## config.mk

```make
export PLATFORM = sky130hd
export DESIGN_NAME = dadda_mac8x8
export DESIGN_NICKNAME = d
export VERILOG_FILES = /design/src/rtl/dadda_pkg.sv /design/src/rtl/dadda_fa.sv /design/src/rtl/dadda_mac8x8.sv
export SDC_FILE = /design/constraint.sdc
export NUM_CORES = 1
export LEC_CHECK = 0
export CAP_MARGIN = 30
export CORE_MARGIN = 3
export CORE_UTILIZATION = 52
export CTS_BUF_LIST = sky130_fd_sc_hd__clkbuf_2
export CTS_CLUSTER_SIZE = 40
export DETAILED_ROUTE_END_ITERATION = 12
export PLACE_DENSITY = 0.83
export SYNTH_ARGS = -nofsm -noshare
export SYNTH_HDL_FRONTEND = slang
export SYNTH_HIERARCHICAL = 1
export SYNTH_SLANG_ARGS = --single-unit
```

## constraint.sdc

```tcl
create_clock -name clk -period 0.8 [get_ports clk]
set_input_delay 0.16 -clock clk [delete_from_list [all_inputs] [get_ports clk]]
set_output_delay 0.16 -clock clk [all_outputs]
set_load 0.03 [all_outputs]
```

## src/rtl/dadda_pkg.sv

```systemverilog
// Shared widths, Dadda stage targets and the elaboration-time reduction schedule.
// The schedule functions report column heights and compressor counts per stage
// so the tree in dadda_mac8x8 can be generated rather than hand-wired.
package dadda_pkg;

   localparam int OP_W  = 8;
   localparam int ADD_W = 16;
   localparam int RES_W = 17;
   localparam int NCOL  = RES_W;
   localparam int NSTG  = 4;

   // Target heights per stage, stage 0 in the low nibble: 6, 4, 3, 2
   localparam logic [NSTG*4-1:0] DADDA_H = {4'd2, 4'd3, 4'd4, 4'd6};

   // Number of A*B partial-product bits landing in column c
   function automatic int pp_height(input int c);
      int r;
      r = 0;
      if (c >= 0 && c < OP_W)
         r = c + 1;
      else if (c >= OP_W && c < 2*OP_W - 1)
         r = 2*OP_W - 1 - c;
      return r;
   endfunction

   // what=0: column height entering stage; what=1: full adders; what=2: half adders
   function automatic int sched(input int stage, input int col, input int what);
      logic [NCOL*5-1:0] h;
      logic [NCOL*5-1:0] nf;
      logic [NCOL*5-1:0] nh;
      int cin;
      int e;
      int tgt;
      int hn;
      int res;
      res = 0;
      h   = '0;
      for (int c = 0; c < NCOL; c++)
         h[c*5 +: 5] = 5'(pp_height(c) + ((c < ADD_W) ? 1 : 0));
      for (int s = 0; s <= NSTG; s++) begin
         nf = '0;
         nh = '0;
         if (s < NSTG) begin
            tgt = int'(DADDA_H[s*4 +: 4]);
            cin = 0;
            // Compress only the excess over the target, counting carries from below
            for (int c = 0; c < NCOL; c++) begin
               e = int'(h[c*5 +: 5]) + cin - tgt;
               if (e > 0) begin
                  nf[c*5 +: 5] = 5'(e / 2);
                  nh[c*5 +: 5] = 5'(e % 2);
               end
               cin = int'(nf[c*5 +: 5]) + int'(nh[c*5 +: 5]);
            end
         end
         if (s == stage && col >= 0 && col < NCOL) begin
            case (what)
               0:       res = int'(h[col*5 +: 5]);
               1:       res = int'(nf[col*5 +: 5]);
               default: res = int'(nh[col*5 +: 5]);
            endcase
         end
         cin = 0;
         for (int c = 0; c < NCOL; c++) begin
            hn  = int'(h[c*5 +: 5]) - 2*int'(nf[c*5 +: 5]) - int'(nh[c*5 +: 5]) + cin;
            cin = int'(nf[c*5 +: 5]) + int'(nh[c*5 +: 5]);
            h[c*5 +: 5] = 5'(hn);
         end
      end
      return res;
   endfunction

   // Bit offset of column col inside the flattened vector of a stage
   function automatic int col_offset(input int stage, input int col);
      int o;
      o = 0;
      for (int c = 0; c < NCOL; c++)
         if (c < col)
            o = o + sched(stage, c, 0);
      return o;
   endfunction

   function automatic int stage_width(input int stage);
      return col_offset(stage, NCOL);
   endfunction

endpackage

```

## src/rtl/dadda_fa.sv

```systemverilog
// 1-bit full adder used by the reduction tree and the final ripple adder.
// Purely combinational.
module dadda_fa (
   input  logic a,
   input  logic b,
   input  logic cin,
   output logic sum,
   output logic cout
);

   assign sum  = a ^ b ^ cin;
   assign cout = (a & b) | (cin & (a ^ b));

endmodule

```

## src/rtl/dadda_mac8x8.sv

```systemverilog
// Unsigned 8x8 multiply plus 16-bit addend, RES = A*B + M, registered once.
// Dadda tree (targets 6,4,3,2) with M folded in as a ninth row, then a ripple CPA.
// Each stage is a flat vector, columns packed low to high using the package schedule.
module dadda_mac8x8
   import dadda_pkg::*;
(
   input  logic             clk,
   input  logic             rst_n,
   input  logic [OP_W-1:0]  A,
   input  logic [OP_W-1:0]  B,
   input  logic [ADD_W-1:0] M,
   output logic [RES_W-1:0] RES
);

   localparam int W0 = stage_width(0);
   localparam int W1 = stage_width(1);
   localparam int W2 = stage_width(2);
   localparam int W3 = stage_width(3);
   localparam int W4 = stage_width(4);

   logic [W0-1:0] s0;
   logic [W1-1:0] s1;
   logic [W2-1:0] s2;
   logic [W3-1:0] s3;
   logic [W4-1:0] s4;

   // Initial bit matrix: partial products A[j]&B[i] per column, then M[c] on top
   for (genvar c = 0; c < NCOL; c++) begin : g_pp
      localparam int O    = col_offset(0, c);
      localparam int NPP  = pp_height(c);
      localparam int JMIN = (c > OP_W - 1) ? c - (OP_W - 1) : 0;
      for (genvar r = 0; r < NPP; r++) begin : g_row
         localparam int J = JMIN + r;
         localparam int I = c - J;
         assign s0[O+r] = A[J] & B[I];
      end
      if (c < ADD_W) begin : g_m
         assign s0[O+NPP] = M[c];
      end
   end

   // Reduction stages: FA/HA outputs first, then carries from below, then passthrough bits
   for (genvar s = 0; s < NSTG; s++) begin : g_stg
      localparam int WI = stage_width(s);
      localparam int WO = stage_width(s + 1);
      logic [WI-1:0] vin;
      logic [WO-1:0] vout;

      if (s == 0) begin : g_l0
         assign vin = s0;
         assign s1  = vout;
      end else if (s == 1) begin : g_l1
         assign vin = s1;
         assign s2  = vout;
      end else if (s == 2) begin : g_l2
         assign vin = s2;
         assign s3  = vout;
      end else begin : g_l3
         assign vin = s3;
         assign s4  = vout;
      end

      for (genvar c = 0; c < NCOL; c++) begin : g_col
         localparam int HI = sched(s, c, 0);
         localparam int NF = sched(s, c, 1);
         localparam int NH = sched(s, c, 2);
         localparam int CI = sched(s, c - 1, 1) + sched(s, c - 1, 2);
         localparam int OI = col_offset(s, c);
         localparam int OO = col_offset(s + 1, c);
         localparam int OC = col_offset(s + 1, c + 1) + sched(s, c + 1, 1) + sched(s, c + 1, 2);
         localparam int NP = HI - 3*NF - 2*NH;

         for (genvar k = 0; k < NF; k++) begin : g_fa
            dadda_fa u_fa (
               .a    (vin[OI+3*k]),
               .b    (vin[OI+3*k+1]),
               .cin  (vin[OI+3*k+2]),
               .sum  (vout[OO+k]),
               .cout (vout[OC+k])
            );
         end
         if (NH > 0) begin : g_ha
            assign vout[OO+NF] = vin[OI+3*NF] ^ vin[OI+3*NF+1];
            assign vout[OC+NF] = vin[OI+3*NF] & vin[OI+3*NF+1];
         end
         for (genvar p = 0; p < NP; p++) begin : g_pass
            assign vout[OO+NF+NH+CI+p] = vin[OI+3*NF+2*NH+p];
         end
      end
   end

   logic [RES_W-1:0] row0;
   logic [RES_W-1:0] row1;
   logic [RES_W-1:0] carry;
   logic [RES_W-1:0] sum;

   // Split the final two-high matrix into two addend rows
   for (genvar c = 0; c < NCOL; c++) begin : g_rows
      localparam int H4 = sched(NSTG, c, 0);
      localparam int O4 = col_offset(NSTG, c);
      if (H4 >= 1) begin : g_r0
         assign row0[c] = s4[O4];
      end else begin : g_z0
         assign row0[c] = 1'b0;
      end
      if (H4 >= 2) begin : g_r1
         assign row1[c] = s4[O4+1];
      end else begin : g_z1
         assign row1[c] = 1'b0;
      end
   end

   // Ripple CPA; the top column cannot overflow so its carry-out is not formed
   assign carry[0] = 1'b0;
   for (genvar c = 0; c < RES_W - 1; c++) begin : g_cpa
      dadda_fa u_fa (
         .a    (row0[c]),
         .b    (row1[c]),
         .cin  (carry[c]),
         .sum  (sum[c]),
         .cout (carry[c+1])
      );
   end
   assign sum[RES_W-1] = row0[RES_W-1] ^ row1[RES_W-1] ^ carry[RES_W-1];

   // Output register, cleared asynchronously by reset
   always_ff @(posedge clk or negedge rst_n) begin
      if (!rst_n)
         RES <= '0;
      else
         RES <= sum;
   end

endmodule

```

==> results.env, run 1 <==
POST_LAYOUT_NONFILLER_INSTANCES=276
GRT_SETUP_UNREPAIRED='yes'
NUMBER_OF_BUFFERS_ON_THE_LONGEST_CLOCK_PATH=2
CRITICAL_PATH.STARTPOINT_TYPE='input pin'
CP.ARRIVAL_NS=6.34
GRT_PASS1_VIAS=1864
CAP_VIOLATIONS=0
SYNTH_AREA_LEADERS='sky130_fd_sc_hd__fa_1 (58%), sky130_fd_sc_hd__dfrtp_1 (19%), sky130_fd_sc_hd__and2_1 (18%)'
SYNTH.FF_LATCH_COUNT=17
PLACEMENT.SETUP.WORST_SLACK_NS=-6.19
CELLPOWERDENSITY_nW_PER_UM2=2340
FRACTION_OF_SYNTHESIZED_AREA_IN_MULTIPLEXERS_PCT=0
GP_CONGESTION=0.913
SYNTH_COMPOUND_AREA_SHARE_PCT=0
ANTENNA_FOUND_INITIAL=0
PORT_BUFFERS=50
GLOBAL_ROUTE.OVERFLOW_TOTAL=0
CRITICAL_PATH.SLOWEST_CELL='sky130_fd_sc_hd__fa_1'
FIN_CRIT_SH_PCT=764
FIRST_PASS_GRT_WIRE_LENGTH_UM=8870
DRTPASS1ITERATIONS=4
TIMING.CRITICAL_PATH.CELLS='dlygate4sd2_1 > and2_1 > fa_1 > fa_1 > fa_1 > fa_1 > fa_2 > fa_2 > fa_2 > fa_2 > fa_2 > fa_2 > fa_2 > fa_2 > fa_2 > fa_2'
DRT_DRC_VIOLATIONS_LEFT=0
REG_WITH_MOST_FFS='RES'
SYNTHCELLS=154
POST-SYNTH-TOP-AREA-CELL='sky130_fd_sc_hd__fa_1'
TIMING.FMAX_GHz=0.164
FAILED_CHECKS='setup timing'
TRITONCTS_NUM_SINKS=17
POST_DP_CELL_AREA_UM2=2950
FIN_AREA_UM2=3080
FP.DIEAREA_UM2=5070
FINALSETUPVIOLATIONS=33
REQUIRED_TIME_REPORTED_FOR_THE_CRITICAL_PATH_ENDPOINT_NS=1.03
AREA_GROWTH_SYN_TO_LAYOUT_PCT=39.4
SYNTHADDERAREAFRAC_PCT=62.5
GLOBALROUTETOTALUTIL_PCT=22.9
SYNTHESIS.NETS=260
FINAL_ANTENNA_NET_COUNT=0
TOP_LAYER='met4'
CORE_AREA_UM2=4060
PLACED_CELLS=271
TRITONCTS.NUM_BUFFERS=3
SYNTH_SEQ_AREA_SHARE_PCT=19.2
IO-PIN-COUNT=51
FLOORPLAN.DIE.WIDTH_UM=71.2
HOLD_BUFFERS=0
SYNTH_AREA_UM2=2210
SYNTH_TOP_AREA_SHARE_PCT=58.0
POWER_LEAKAGE_nW=1.36
CTS_MAX_LEVEL=1
POST-DP-HPWL_UM=4440
SYNTH.YOSYS.WARNINGS=6
POSTSYNTH.TOPFLOPCELL='sky130_fd_sc_hd__dfrtp_1'
LAYOUT.FILLER_CELLS=266
DRT-INITIAL-DRC-COUNT=46
WORST_PATH_MOST_REPEATED_CELL='sky130_fd_sc_hd__fa_2'
VIA_COUNT=1449
CRIT_FAMILY='adder cells'
SYN-MEAN-INSTANCE-AREA_UM2=14.4
CP.BUFFERS_INVERTERS=1
CP_MAX_FO=3
MAIN_COMBINATIONAL_CELL_FAMILY_BY_AREA_AFTER_SYNTHESIS='adder cells'
WL_MET2_UM=2870
CRITPATHCAPTURETYPE='register'
LAYOUT_SETUP_WS_NS=-5.31
DRIVE_GT1_SHARE_PCT=34.1
WL_MET3_UM=324
LARGESTREGISTERS='RES x17'
YS_TOP_CELLS_BY_COUNT='sky130_fd_sc_hd__and2_1 (64), sky130_fd_sc_hd__fa_1 (64), sky130_fd_sc_hd__dfrtp_1 (17)'
SYNTH-EDFF-COUNT=0
CRITICAL-PATH-MAX-STAGE-DELAY_NS=0.54
SYNTHXORXNORAREAFRAC_PCT=0
ROWS=23
TRITONCTS='built'
M1WIRELENGTH_UM=1910
ROUTE.DETAILED.WL_PER_INST_UM=18.8
ROUTE.FINAL.WIRE_LENGTH_UM=5180
SYNTH_CELL_TYPES=5
VDD.IR_DROP.WORST_mV=2.20
INITIAL_CORE_UTIL_PCT=54.5
UTILIZATION_PCT=75.9
CLKTRANSATPATHREGS_NS=0.17
FINAL_HOLD_VIOL_COUNT=0
DIE_Y_UM=71.2
MAX_REG_FLOPS=17
YS_ASYNC_SR_FRACTION_PCT=100
HOLDCRITPATHCLASS='in -> async'
GRT_START_MAX_NET_PINS=18
RESULT_OF_THE_RUN='finished, violations left'
SLEW_VIOLATIONS=0
TIMING.SETUP.CRITICAL_PATH_CLASS='in -> reg'
N_DIODES=0
ROUTED_VIA_DENSITY=5.25
YOSYS.AREA_SHARE.SIMPLE_PCT=18.1
CLK_ROOT_BUFFER_CELL='sky130_fd_sc_hd__clkbuf_2'
FINAL_PERIOD_MINUS_WORST_SETUP_SLACK_NS=6.11
FINAL_NET_COUNT=333
what timing repair did:
| action | 4_1_cts | 5_1_grt |
|---|---|---|
| pin swaps | 13 | 8 |
| setup buffers | 1 | 0 |
| setup endpoints to repair | 34 | 33 |
| resized for setup | 70 | 9 |
power breakdown:
part	switching, mW	internal, mW
combinational	2.71	2.59
clock	0.266	0.133
sequential	0.197	1.33
total	3.17	4.05
logic make-up (layout without fill, tap and decap cells):
family	count (synthesis)	count (layout)
adder cells (fa/ha/maj)	72	72
AND/OR/NAND/NOR	64	64
flip-flops	17	17
other	1	1
buffers and inverters	0	72
metal layers:
metal | track usage (%) | up-vias
met5 | 0 | -
li1 | - | 613
met3 | 4.97 | 12
met1 | 27.6 | 763
met4 | 3.76 | 0
met2 | 42.4 | 61
layout make-up:
class | count | area, µm² | area share, %
Timing Repair Buffer | 68 | 676 | 21.9
Tap cell | 50 | 62.6 | 2.03
Clock buffer | 4 | 20.0 | 0.650
Multi-Input combinational cell | 137 | 1900 | 61.6
Sequential cell | 17 | 425 | 13.8
cell usage in the layout, fill, tap and decap left out:
cell type / Yosys / routed
sky130_fd_sc_hd__and2_1: 64 / 55
sky130_fd_sc_hd__and2_4: 0 / 9
sky130_fd_sc_hd__buf_12: 0 / 2
sky130_fd_sc_hd__buf_2: 0 / 3
sky130_fd_sc_hd__buf_4: 0 / 16
sky130_fd_sc_hd__buf_6: 0 / 20
sky130_fd_sc_hd__buf_8: 0 / 2
sky130_fd_sc_hd__clkbuf_2: 0 / 4
sky130_fd_sc_hd__clkdlybuf4s15_2: 0 / 1
sky130_fd_sc_hd__clkdlybuf4s50_1: 0 / 19
sky130_fd_sc_hd__conb_1: 1 / 1
sky130_fd_sc_hd__dfrtp_1: 17 / 17
sky130_fd_sc_hd__dlygate4sd2_1: 0 / 5
sky130_fd_sc_hd__fa_1: 64 / 48
sky130_fd_sc_hd__fa_2: 0 / 16
sky130_fd_sc_hd__ha_1: 8 / 4
sky130_fd_sc_hd__ha_4: 0 / 4
final timing paths:
| path | start | cells after the start | to | slack, ns |
|---|---|---|---|---|
| setup / recovery | B[6] | 16 | RES[15]$_DFF_PN0_ | -5.31 |
| max in group asynchronous | rst_n | 2 | RES[16]$_DFF_PN0_ | 0.48 |
| min in group clk | B[0] | 3 | RES[0]$_DFF_PN0_ | 0.28 |
| hold / removal | rst_n | 2 | RES[0]$_DFF_PN0_ | 0.17 |
metrics by stage:
step           TNS (ns)  power, mW  hold slack, ns
3_5_place_dp     -63.00       6.67           0.511
3_3_place_gp     -60.69       6.34           0.514
2_1_floorplan    -49.01       4.77          -0.136
5_1_grt          -52.88       7.96           0.163
6_report         -51.15       7.23           0.171
4_1_cts          -52.18       7.39           0.166
Power figures use the tool's default switching activity.
==> run 2: changes to the inputs <==
--- a/config.mk
+++ b/config.mk
@@ -7,5 +7,5 @@
 export LEC_CHECK = 0
 export CAP_MARGIN = 30
-export CORE_MARGIN = 3
+export CORE_MARGIN = 10
 export CORE_UTILIZATION = 52
 export CTS_BUF_LIST = sky130_fd_sc_hd__clkbuf_2
@@ -13,4 +13,5 @@
 export DETAILED_ROUTE_END_ITERATION = 12
 export PLACE_DENSITY = 0.83
+export SETUP_SLACK_MARGIN = 0.02
 export SYNTH_ARGS = -nofsm -noshare
 export SYNTH_HDL_FRONTEND = slang
==> constraint.sdc (replaced) <==
create_clock -name clk -period 0.8 [get_ports clk]
set_input_delay 0.08 -clock clk [delete_from_list [all_inputs] [get_ports clk]]
set_output_delay 0.08 -clock clk [all_outputs]
set_load 0.03 [all_outputs]
==> results.env, run 2 (synthesis gave the netlist of run 1 again) <==
GP_CONGESTION=0.862
ROUTED_VIA_DENSITY=5.16
CLKTRANSATPATHREGS_NS=0.17
POST-DP-HPWL_UM=4730
TRITONCTS='built'
LAYOUT_COMMON_CELLS='sky130_fd_sc_hd__and2_1 (57), sky130_fd_sc_hd__fa_1 (48), sky130_fd_sc_hd__buf_6 (20), sky130_fd_sc_hd__clkdlybuf4s50_1 (20), sky130_fd_sc_hd__buf_4 (20)'
VIA_COUNT=1444
MAX_REG_FLOPS=17
ROUTE.FINAL.WIRE_LENGTH_UM=5310
DRTPASS1ITERATIONS=4
FIRST_PASS_GRT_WIRE_LENGTH_UM=9140
CLOCK_SHARE_OF_POWER_PCT=5.4
POWER_LEAKAGE_nW=1.38
GLOBALROUTETOTALUTIL_PCT=15.9
N_DIODES=0
DRIVE_GT1_SHARE_PCT=33.9
ANTENNA_FOUND_INITIAL=0
IO-PIN-COUNT=51
SW_FRAC_OF_TOTAL_PCT=44.1
FINAL_PERIOD_MINUS_WORST_SETUP_SLACK_NS=6.11
SLEW_VIOLATIONS=0
FLOORPLAN.DIE.WIDTH_UM=85.2
GRT_PASS1_VIAS=1822
PORT_BUFFERS=50
CLK_ROOT_BUFFER_CELL='sky130_fd_sc_hd__clkbuf_2'
LAYOUT.FILLER_CELLS=250
VDD.IR_DROP.WORST_mV=2.31
PLACED_CELLS=271
TIMING.FMAX_GHz=0.164
DRT_DRC_VIOLATIONS_LEFT=0
P_SW_mW=3.15
FIN_TOTAL_PWR_mW=7.14
FINAL_NET_COUNT=337
DRT-INITIAL-DRC-COUNT=46
FAILED_CHECKS='setup timing'
FINAL_HOLD_VIOL_COUNT=0
ROWS=23
TIMING.SETUP.CRITICAL_PATH_CLASS='in -> reg'
ROUTE.DETAILED.WL_PER_INST_UM=19.0
NUMBER_OF_BUFFERS_ON_THE_LONGEST_CLOCK_PATH=2
LARGESTREGISTERS='RES x17'
REG_WITH_MOST_FFS='RES'
MOSTFREQUENTLAYOUTCELL='sky130_fd_sc_hd__and2_1'
CRITPATHCAPTURETYPE='register'
FP.DIEAREA_UM2=7260
GLOBAL_ROUTE.OVERFLOW_TOTAL=0
HOLD_BUFFERS=0
MULTI_INPUT_LOGIC_AREA_UM2=1880
TRITONCTS_NUM_SINKS=17
POWER.SHARE.COMBINATIONAL_PCT=73.2
HOLDCRITPATHCLASS='in -> async'
CORE_AREA_UM2=4060
FIN_CRIT_SH_PCT=763
CELLPOWERDENSITY_nW_PER_UM2=2300
POST_LAYOUT_NONFILLER_INSTANCES=280
INITIAL_CORE_UTIL_PCT=54.5
FINALSETUPVIOLATIONS=33
AREA_GROWTH_SYN_TO_LAYOUT_PCT=40.2
POWER.SHARE.SEQUENTIAL_PCT=21.4
LAYOUT_SETUP_WS_NS=-5.31
CELLINTERNALPOWER_mW=3.99
CP_MAX_FO=4
CTS_MAX_LEVEL=1
REQUIRED_TIME_REPORTED_FOR_THE_CRITICAL_PATH_ENDPOINT_NS=1.04
GRT_START_MAX_NET_PINS=18
DIE_Y_UM=85.2
REGAREA_UM2=425
FINAL_ANTENNA_NET_COUNT=0
UTILIZATION_PCT=76.4
CP.ARRIVAL_NS=6.35
CRITICAL_PATH.STARTPOINT_TYPE='input pin'
TRITONCTS.NUM_BUFFERS=3
GRT_SETUP_UNREPAIRED='yes'
RESULT_OF_THE_RUN='finished, violations left'
CAP_VIOLATIONS=0
[run 2: per-layer routing]
metal  vias to the layer above  track usage (%)  routed length (µm)
met5                         -                0                   0
met4                         0             4.64                  77
met3                         8             5.64                 428
met2                        55             27.5                2860
met1                       757             17.9                1950
li1                        624                -                   -
[run 2: power groups by stage]
stage / logic (mW) / registers [mW] / clock network, mW
final: 5.23 / 1.53 / 0.386
after global routing: 5.86 / 1.57 / 0.439
after CTS: 5.37 / 1.53 / 0.402
after floorplan: 2.51 / 2.26 / 0
after detailed placement: 5.12 / 1.47 / 0
after global placement: 4.86 / 1.46 / 0
[run 2: stage by stage]
stage	hold slack, ns	setup TNS [ns]	area [µm²]	setup WS [ns]
floorplan	-0.216	-47.65	2290	-5.22
global placement	0.434	-59.90	2950	-5.96
detailed placement	0.444	-61.49	2950	-6.09
CTS	0.0729	-50.68	3060	-5.33
global route	0.0715	-51.58	3100	-5.39
finish	0.0804	-50.10	3100	-5.31
[run 2: what timing repair did]
action / CTS / global route
setup endpoints to repair: 34 / 33
setup buffers: 3 / 2
resized for setup: 63 / 11
pin swaps: 8 / 7
[run 2: critical path, cell delays in order]
cell,delay (ns)
sky130_fd_sc_hd__buf_12,0.10
sky130_fd_sc_hd__and2_4,0.15
sky130_fd_sc_hd__ha_4,0.23
sky130_fd_sc_hd__fa_1,0.53
sky130_fd_sc_hd__fa_1,0.46
sky130_fd_sc_hd__fa_2,0.42
sky130_fd_sc_hd__fa_2,0.38
sky130_fd_sc_hd__fa_2,0.38
sky130_fd_sc_hd__fa_2,0.35
sky130_fd_sc_hd__fa_2,0.35
sky130_fd_sc_hd__fa_2,0.34
sky130_fd_sc_hd__fa_2,0.34
sky130_fd_sc_hd__fa_2,0.34
sky130_fd_sc_hd__fa_2,0.34
sky130_fd_sc_hd__fa_2,0.34
sky130_fd_sc_hd__fa_2,0.34
sky130_fd_sc_hd__fa_2,0.34
sky130_fd_sc_hd__fa_2,0.52
[run 2: cell type report]
cell class	instances	area share, %
timing repair buffer	72	22.9
clock inverter	1	0.161
multi-input combinational	137	60.7
sequential	17	13.7
tap	50	2.02
clock buffer	3	0.484
[run 2: path summary, 6_finish.rpt]
| path | from | endpoint | slack (ns) | depth (start not counted) |
|---|---|---|---|---|
| worst max-delay path | A[1] | RES[15]$_DFF_PN0_ | -5.31 | 18 |
| worst min-delay path | rst_n | RES[1]$_DFF_PN0_ | 0.08 | 2 |
| max in group asynchronous | rst_n | RES[15]$_DFF_PN0_ | 0.58 | 2 |
| min in group clk | M[0] | RES[0]$_DFF_PN0_ | 0.18 | 2 |
==> run 3: changes to the inputs <==
CORE_UTILIZATION = 53   (was 52)
SYNTH_HIERARCHICAL = unset   (was 1)
==> results.env, run 3 <==
YS_TOP_CELLS_BY_COUNT='sky130_fd_sc_hd__inv_1 (75), sky130_fd_sc_hd__fa_1 (63), sky130_fd_sc_hd__nand2_1 (40)'
TRITONCTS='built'
SLEW_VIOLATIONS=0
SYNTH_CELL_TYPES=8
TIMING.FMAX_GHz=0.185
ROUTED_VIA_DENSITY=4.86
REQUIRED_TIME_REPORTED_FOR_THE_CRITICAL_PATH_ENDPOINT_NS=1.04
SYNTH_AREA_UM2=2400
YS_ASYNC_SR_FRACTION_PCT=100
DRT-INITIAL-DRC-COUNT=58
CP.BUFFERS_INVERTERS=4
NUMBER_OF_BUFFERS_ON_THE_LONGEST_CLOCK_PATH=2
VIA_COUNT=1746
ROWS=24
DIE_Y_UM=87.3
FINALSETUPVIOLATIONS=33
SYNTH-EDFF-COUNT=0
LAYOUT.FILLER_CELLS=308
FINAL_NET_COUNT=414
CLK_ROOT_BUFFER_CELL='sky130_fd_sc_hd__clkbuf_2'
MAX_SLEW.WORST_PIN.SLEW_NS=0.235
SYN-MEAN-INSTANCE-AREA_UM2=10.4
LARGESTREGISTERS='RES x17'
TRITONCTS.NUM_BUFFERS=3
CRITICAL_PATH.STARTPOINT_TYPE='input pin'
SYNTHESIS.NETS=336
HOLDCRITPATHCLASS='in -> async'
POST-SYNTH-TOP-AREA-CELL='sky130_fd_sc_hd__fa_1'
SYNTHCELLS=230
SYNTH.YOSYS.WARNINGS=0
MAX-SLEW-MARGIN-REL_PCT=84.4
INITIAL_CORE_UTIL_PCT=55.1
MULTI_INPUT_LOGIC_AREA_UM2=1790
POST_DP_CELL_AREA_UM2=3130
GRT_START_MAX_NET_PINS=18
WORST_PATH_MOST_REPEATED_CELL='sky130_fd_sc_hd__fa_2'
CELLPOWERDENSITY_nW_PER_UM2=2260
SYNTH_SEQ_AREA_SHARE_PCT=17.7
CP.ARRIVAL_NS=5.64
FIN_CRIT_SH_PCT=675
FINAL_ANTENNA_NET_COUNT=0
N_DIODES=0
CRIT_FAMILY='adder cells'
CAP_VIOLATIONS=0
DRTPASS1ITERATIONS=4
MOSTFREQUENTLAYOUTCELL='sky130_fd_sc_hd__inv_1'
REGAREA_UM2=425
IO-PIN-COUNT=51
PLACED_CELLS=348
SYNTH_AREA_LEADERS='sky130_fd_sc_hd__fa_1 (53%), sky130_fd_sc_hd__dfrtp_1 (18%), sky130_fd_sc_hd__inv_1 (12%)'
RESULT_OF_THE_RUN='finished, violations left'
ROUTE.DETAILED.WL_PER_INST_UM=15.4
CRITICAL-PATH-MAX-STAGE-DELAY_NS=0.53
FIRST_PASS_GRT_WIRE_LENGTH_UM=9580
GRT_SETUP_UNREPAIRED='yes'
FP.DIEAREA_UM2=7610
ROUTE.FINAL.WIRE_LENGTH_UM=5520
VDD.IR_DROP.WORST_mV=2.52
LAYOUT_SETUP_WS_NS=-4.60
CLKTRANSATPATHREGS_NS=0.18
GLOBAL_ROUTE.OVERFLOW_TOTAL=0
FAILED_CHECKS='setup timing'
FLOORPLAN.DIE.WIDTH_UM=87.3
CRITPATHCAPTURETYPE='register'
GRT_PASS1_VIAS=2120
FINAL_PERIOD_MINUS_WORST_SETUP_SLACK_NS=5.40
FINAL_HOLD_VIOL_COUNT=0
CP_MAX_FO=4
POST_LAYOUT_NONFILLER_INSTANCES=359
TRITONCTS_NUM_SINKS=17
POST-SYNTH-TOP-COUNT-CELL='sky130_fd_sc_hd__inv_1'
ANTENNA_FOUND_INITIAL=0
POST-DP-HPWL_UM=4710
TIMING.CRITICAL_PATH.CELLS='clkdlybuf4s15_1 > nand2_1 > fa_1 > fa_1 > fa_1 > fa_1 > fa_2 > fa_2 > inv_2 > fa_2 > inv_2 > fa_2 > inv_2 > fa_2 > fa_2 > fa_2 > fa_2 > fa_2 > fa_2'
MAX_REG_FLOPS=17
HOLD_BUFFERS=0
WORST_HOLD_SLACK_NS=0.0722
CRITICAL_PATH.SLOWEST_CELL='sky130_fd_sc_hd__fa_1'
PORT_BUFFERS=50
REG_WITH_MOST_FFS='RES'
CORE_AREA_UM2=4350
POWER_LEAKAGE_nW=1.62
SYNTH_TOP_AREA_SHARE_PCT=52.6
TIMING.SETUP.CRITICAL_PATH_CLASS='in -> reg'
FIN_AREA_UM2=3330
GP_CONGESTION=0.846
LAYOUT_COMMON_CELLS='sky130_fd_sc_hd__inv_1 (57), sky130_fd_sc_hd__fa_1 (49), sky130_fd_sc_hd__nand2_1 (38)'
DRT_DRC_VIOLATIONS_LEFT=0
GLOBALROUTETOTALUTIL_PCT=15.9
FIN_TNS_SETUP_NS=-47.80
DRIVE_GT1_SHARE_PCT=33.9
CTS_MAX_LEVEL=1
POSTSYNTH.TOPFLOPCELL='sky130_fd_sc_hd__dfrtp_1'
SYNTH.FF_LATCH_COUNT=17
AREA_GROWTH_SYN_TO_LAYOUT_PCT=38.8
[run 3: routing by layer]
metal  part of all wire, %  GRT usage [%]  up-vias  wire length, µm
li1                      -              -      778                -
met1                    34           16.9      884             1900
met2                    57           29.9       70             3170
met3                   6.2           3.93       14              340
met4                   2.0           4.93        0              112
met5                     0              0        -                0
[run 3: cell type report]
cell class,instances,share of cell area (%)
inverter,75,8.46
multi-input combinational,136,53.7
timing repair buffer,75,22.5
sequential,17,12.8
tap,52,1.95
clock inverter,1,0.150
clock buffer,3,0.451
[run 3: path summary, 6_finish.rpt]
path,end,slack (ns),from,depth (start not counted)
setup / recovery,RES[15]$_DFF_PN0_,-4.60,B[6],19
hold / removal,RES[6]$_DFF_PN0_,0.07,rst_n,2
max in group asynchronous,RES[15]$_DFF_PN0_,0.59,rst_n,2
min in group clk,RES[0]$_DFF_PN0_,0.15,M[0],2
[run 3: metrics by stage]
step	power [mW]	setup slack [ns]	util [%]
4_1_cts	7.52	-4.62	75.5
3_3_place_gp	6.46	-5.43	72.0
3_5_place_dp	6.81	-5.57	72.0
6_report	7.51	-4.60	76.4
2_1_floorplan	5.02	-4.87	-
5_1_grt	8.43	-4.70	76.4
[run 3: kinds of logic after synthesis]
logic type / after synthesis / synth area share (%)
buffers and inverters: 77 / 12.4
adders and majority gates: 72 / 57.3
and+or+nand+nor: 64 / 12.5
DFF: 17 / 17.7
[run 3: report_power, final]
group | total (mW) | internal, mW | switching (mW)
Combinational | 5.63 | 2.59 | 3.04
Clock | 0.389 | 0.113 | 0.276
Sequential | 1.49 | 1.32 | 0.169
[run 3: timing repair]
item	4_1_cts	5_1_grt
buffers inserted	3	4
endpoints found under the setup margin	34	33
pin swaps	21	6
gates resized for setup	99	9
